**src/rtl/ahb_slave_interface.sv**
```systemverilog
// AHB-side front end of the AHB-to-APB bridge: address decode, address/data pipeline
// toward the APB control FSM, and a two-cycle ERROR responder for bad transfers.
module ahb_slave_interface #(
  parameter logic [31:0] BASE0       = 32'h8000_0000,
  parameter logic [31:0] BASE1       = 32'h8400_0000,
  parameter logic [31:0] BASE2       = 32'h8800_0000,
  parameter int          REGION_BITS = 26
) (
  input  logic        Hclk,
  input  logic        Hreset,
  input  logic [1:0]  Htrans,
  input  logic [2:0]  Hsize,
  input  logic        Hwrite,
  input  logic        Hreadyin,
  input  logic [31:0] Haddr,
  input  logic [31:0] Hwdata,
  input  logic [31:0] Prdata,
  output logic        valid,
  output logic [2:0]  tempselx,
  output logic [31:0] Haddr1,
  output logic [31:0] Haddr2,
  output logic [31:0] Hwdata1,
  output logic [31:0] Hwdata2,
  output logic        Hwritereg,
  output logic [31:0] Hrdata,
  output logic [1:0]  Hresp,
  output logic        err_hready
);

  typedef enum logic [1:0] {E_IDLE, E_ERR1, E_ERR2} estate_e;

  localparam logic [2:0][31:0] BASES = {BASE2, BASE1, BASE0};

  estate_e     estate_q, estate_d;
  logic [31:0] haddr1_q, haddr2_q, hwdata1_q, hwdata2_q;
  logic        hwrite_q;
  logic        active, illegal, err_req;

  // Region match on the upper address bits only; regions never overlap.
  for (genvar g = 0; g < 3; g++) begin : g_sel
    assign tempselx[g] = (Haddr[31:REGION_BITS] == BASES[g][31:REGION_BITS]);
  end

  assign active  = Htrans[1];
  assign illegal = (Hsize > 3'd2) |
                   ((Hsize == 3'd1) & Haddr[0]) |
                   ((Hsize == 3'd2) & (Haddr[1:0] != 2'b00));
  assign err_req = Hreadyin & active & ((tempselx == 3'b000) | illegal);
  assign valid   = Hreadyin & active & (tempselx != 3'b000) & ~illegal & (estate_q != E_ERR1);
  assign Hrdata  = Prdata;

  // Pipeline advances on every accepted cycle regardless of transfer type.
  always_ff @(posedge Hclk) begin
    if (Hreset) begin
      haddr1_q  <= '0;
      haddr2_q  <= '0;
      hwdata1_q <= '0;
      hwdata2_q <= '0;
      hwrite_q  <= 1'b0;
    end else if (Hreadyin) begin
      haddr1_q  <= Haddr;
      haddr2_q  <= haddr1_q;
      hwdata1_q <= Hwdata;
      hwdata2_q <= hwdata1_q;
      hwrite_q  <= Hwrite;
    end
  end

  assign Haddr1    = haddr1_q;
  assign Haddr2    = haddr2_q;
  assign Hwdata1   = hwdata1_q;
  assign Hwdata2   = hwdata2_q;
  assign Hwritereg = hwrite_q;

  always_ff @(posedge Hclk) begin
    if (Hreset) estate_q <= E_IDLE;
    else        estate_q <= estate_d;
  end

  always_comb begin
    estate_d   = estate_q;
    Hresp      = 2'b00;
    err_hready = 1'b1;
    case (estate_q)
      E_IDLE: if (err_req) estate_d = E_ERR1;
      E_ERR1: begin
        Hresp      = 2'b01;
        err_hready = 1'b0;
        estate_d   = E_ERR2;
      end
      E_ERR2: begin
        Hresp    = 2'b01;
        estate_d = err_req ? E_ERR1 : E_IDLE;
      end
      default: estate_d = E_IDLE;
    endcase
  end

endmodule

```
**config.mk**
```make
export PLATFORM = sky130hd
export DESIGN_NAME = ahb_slave_interface
export DESIGN_NICKNAME = d
export VERILOG_FILES = /design/src/rtl/ahb_slave_interface.sv
export SDC_FILE = /design/constraint.sdc
export NUM_CORES = 1
export LEC_CHECK = 0
export CORE_MARGIN = 10
export CORE_UTILIZATION = 40
export CTS_BUF_LIST = sky130_fd_sc_hd__clkbuf_4
export CTS_CLUSTER_SIZE = 8
export DETAILED_ROUTE_END_ITERATION = 6
export PLACE_DENSITY = 0.82
export SLEW_MARGIN = 20
export SYNTH_ARGS = -nofsm -noshare
export SYNTH_HDL_FRONTEND = slang
export SYNTH_SLANG_ARGS = --single-unit
```
**constraint.sdc**
```tcl
create_clock -name Hclk -period 4.4 [get_ports Hclk]
set_input_delay 0.88 -clock Hclk [delete_from_list [all_inputs] [get_ports Hclk]]
set_output_delay 0.88 -clock Hclk [all_outputs]
set_load 0.005 [all_outputs]
```
==> summary.md <==
| Metric | Value |
|---|---|
| Initial DRT Pass Iterations | 4 |
| Htree depth | 4 |
| Setup violations, final | 0 |
| Synth-to-Final Area Change | 43.05% |
| CTS tree | done |
| Clk_lat worst skew | approximately 0.51 ns |
| CP peak stage delay | 0.60 ns |
| Internal power | around 0.0018 W |
| Total inserted antenna cells | 0 |
| Setup TNS | 0 ns |
| First-pass GRT wire length | around 22000 µm |
| Final Hold Fails | 0 |
| Vias in the first global route | about 4000 |
| Initial antenna violation count | 0 |
| Clock Sink Count | 131 |
| CP dominant cell by count | clkdlybuf4s50_1 |
| Seq cells post-synth | about 130 |
| DRC Markers | 0 |
| Syn_area_per_cell | between 10 and 15 µm² |
| Sequential Power Share | a little under three fifths |
| Hold slack | ~0.5 ns |
| Most used DFF post-synth | dfxtp_1 |
| Startpoint type of the worst setup path | primary input |
| Port bufs | between 200 and 250 |
| Largest net degree at the start of global routing | between 100 and 150 |
| Max Cap Viol | 0 |
| Final slew viol count | 0 |
| Hold WC Path Type | register to register |
| Synth area leader | dfxtp_1 |
| Post-cts resize count | 0 |
| CTS root buffer | clkbuf_4 |
| Sequential area share after synthesis | a little over half |
| Async set-reset flop share out of synthesis | 0% |
| Post-CTS Setup Inserts | 0 |
| Outcome | completed |
| CTS Buffer Depth | 2 |
| Slew Limit Headroom | about a quarter |
| Clock Skew | roughly 0.0074 ns |
| Synth unique cells | 21 |
| Most frequent cells in the layout | clkdlybuf4s50_1, dfxtp_1, mux2i_1 |
| All-Layer GR Usage | roughly 16% |
| GRT Residual Overflow | 0 |
| Worst EP required | between 3 and 4 ns |
| Routed Wire Length | 13940 µm |
| Syn nets | roughly 590 |
| DR vias | ~3800 |
| Met2 routed WL | between 6000 and 7000 µm |
| DR top layer | met4 |
| Period utilization | around nine tenths |
| Critical register-to-register path startpoint | estate_q[0]$_SDFFE_PP0P_ |
| Routed wire per std cell | between 15 and 20 µm |
| Routability cong. | between 0.7 and 0.8 |
| Clk slew on worst S/H paths | around 0.09 ns |
| Crit-path max FO | 4 |
| Leakage power | 3.054 nW |
| Hold_buf cts | 0 |
| Total chip power | ~0.0023 W |
| Die area | approximately 17000 µm² |
| Tightest Pin Transition | roughly 1.1 ns |
| Top cell type's share of synthesized area | 52.49% |
| Fmax | roughly 250 MHz |
| Via density | approximately 4.6 |
| Ports | between 200 and 300 |
| Proportion of layout cells with a drive suffix above 1 | roughly 5.5% |
| Net load switching power | between 0.0005 and 0.0006 W |
| Maximum vdd drop | ~0.25 mV |
| Sw Share | between 20% and 30% |
| HPWL Detailed | roughly 11000 µm |
| Slowest CP cell | or4b_4 |
| Clock network fraction of total power | 29.7% |
| Comb power frac | roughly 15% |
| Drt initial violations | around 190 |
| Critical path arrival | between 3 and 4 ns |
| Crit end category | output pin |
| Worst Setup SP | Haddr[28] |
| Core Area | approximately 12000 µm² |
| Post-route setup slack | 0.4672 ns |
| CTS Buf Count | 17 |
| Synthesized instance count | 481 |
| Reg2reg setup slack | between 3 and 4 ns |
| Synthesized area | between 4000 and 5000 µm² |
| Filler Cell Count | 1012 |
| WS Path Type | primary input to output pin |
| EDFF count, synth | 0 |
| Yosys warns | 0 |
| Critical-path cell list | clkdlybuf4s50_1, or4b_4, a211o_1, nor3_1, clkdlybuf4s50_1 |
| Synth area leaders | dfxtp_1, mux2i_1, nor2_1, buf_4, buf_2 |
| Pre-CTS WS | 0.4280 ns |
| M1 wire length | 5640 µm |
| Post-layout net count | 756 |
| Starting density of the core | around two fifths |
| Die Y | between 100 and 150 µm |
| Worst hold start | Haddr2[14]$_SDFFE_PP0P_ |
| DIE WIDTH | approximately 130 µm |
| Row count | 40 |
| Cell area power density | approximately 320 nW/µm² |
| Most common cell after layout, fill and taps aside | clkdlybuf4s50_1 |
| Final ANT Viol Nets | 0 |
| Period minus WS final | around 3.9 ns |
| Met3 routed WL | about 1500 µm |
| RSZ-0062 raised after global routing | no |
-- power by group through the flow --
stage	sequential, W	clock (W)	combinational, W
after floorplan	0.00131	0	0.000163
after global placement	0.00131	0	0.000345
after detailed placement	0.00131	0	0.000354
after CTS	0.00128	0.000726	0.000356
after global routing	0.00129	0.000771	0.000382
final	0.00128	0.000690	0.000349
-- metal layers --
| metal | global-route usage [%] | vias up |
|---|---|---|
| li1 | - | 1883 |
| met1 | 17.38 | 1748 |
| met2 | 25.92 | 167 |
| met3 | 8.841 | 24 |
| met4 | 5.562 | 0 |
| met5 | 0 | - |
-- kinds of logic after synthesis --
group,count (synthesis),share of synthesized area [%]
adders and majority gates,5,1.252
DFF,131,52.49
muxes,130,26.05
other,1,0.07506
AOI/OAI and AO/OA,7,1.202
buffers and inverters,68,7.914
and+or+nand+nor,139,11.02
-- registers in the layout (all words and copies together) (netlist names) --
name / flops
Haddr1: 32
Haddr2: 32
Hwdata1: 32
Hwdata2: 32
Hwritereg: 1
estate_q: 2
-- per-stage QoR --
step	cells	cell area (µm²)	utilization (%)
floorplan	481	4996	-
global placement	795	6913	57.08
detailed placement	795	6913	57.08
CTS	826	7143	58.98
global route	826	7147	59.01
finish	826	7147	59.01
-- worst max-delay path, delay by kind of cell --
kind / cells / cell delay, ns
AOI/OAI and AO/OA: 1 / 0.36
buffers and inverters: 2 / 1.01
and+or+nand+nor: 2 / 0.81
-- worst paths after layout --
kind	endpoint	depth (start not counted)
worst max-delay path	valid	5
worst min-delay path	Haddr2[14]$_SDFFE_PP0P_	2
worst max register to register	estate_q[0]$_SDFFE_PP0P_	4
worst min register to register	Haddr2[14]$_SDFFE_PP0P_	2
-- cells in the mapped netlist, types with 3 or more instances --
library cell	number
a21o_1	3
buf_2	13
buf_4	33
clkbuf_1	16
dfxtp_1	131
ha_1	5
inv_1	5
mux2i_1	130
nor2_1	129
-- cell type report --
type	count	area, µm²	share of cell area [%]
multi-input cells	282	1978	27.68
flip-flops and latches	131	2623	36.69
clock buffers	22	165.2	2.311
clock inverters	9	65.06	0.9104
repair buffers	209	2087	29.20
well taps	168	210.2	2.941
inverters	5	18.77	0.2626
(Power assumes the default switching activity.)
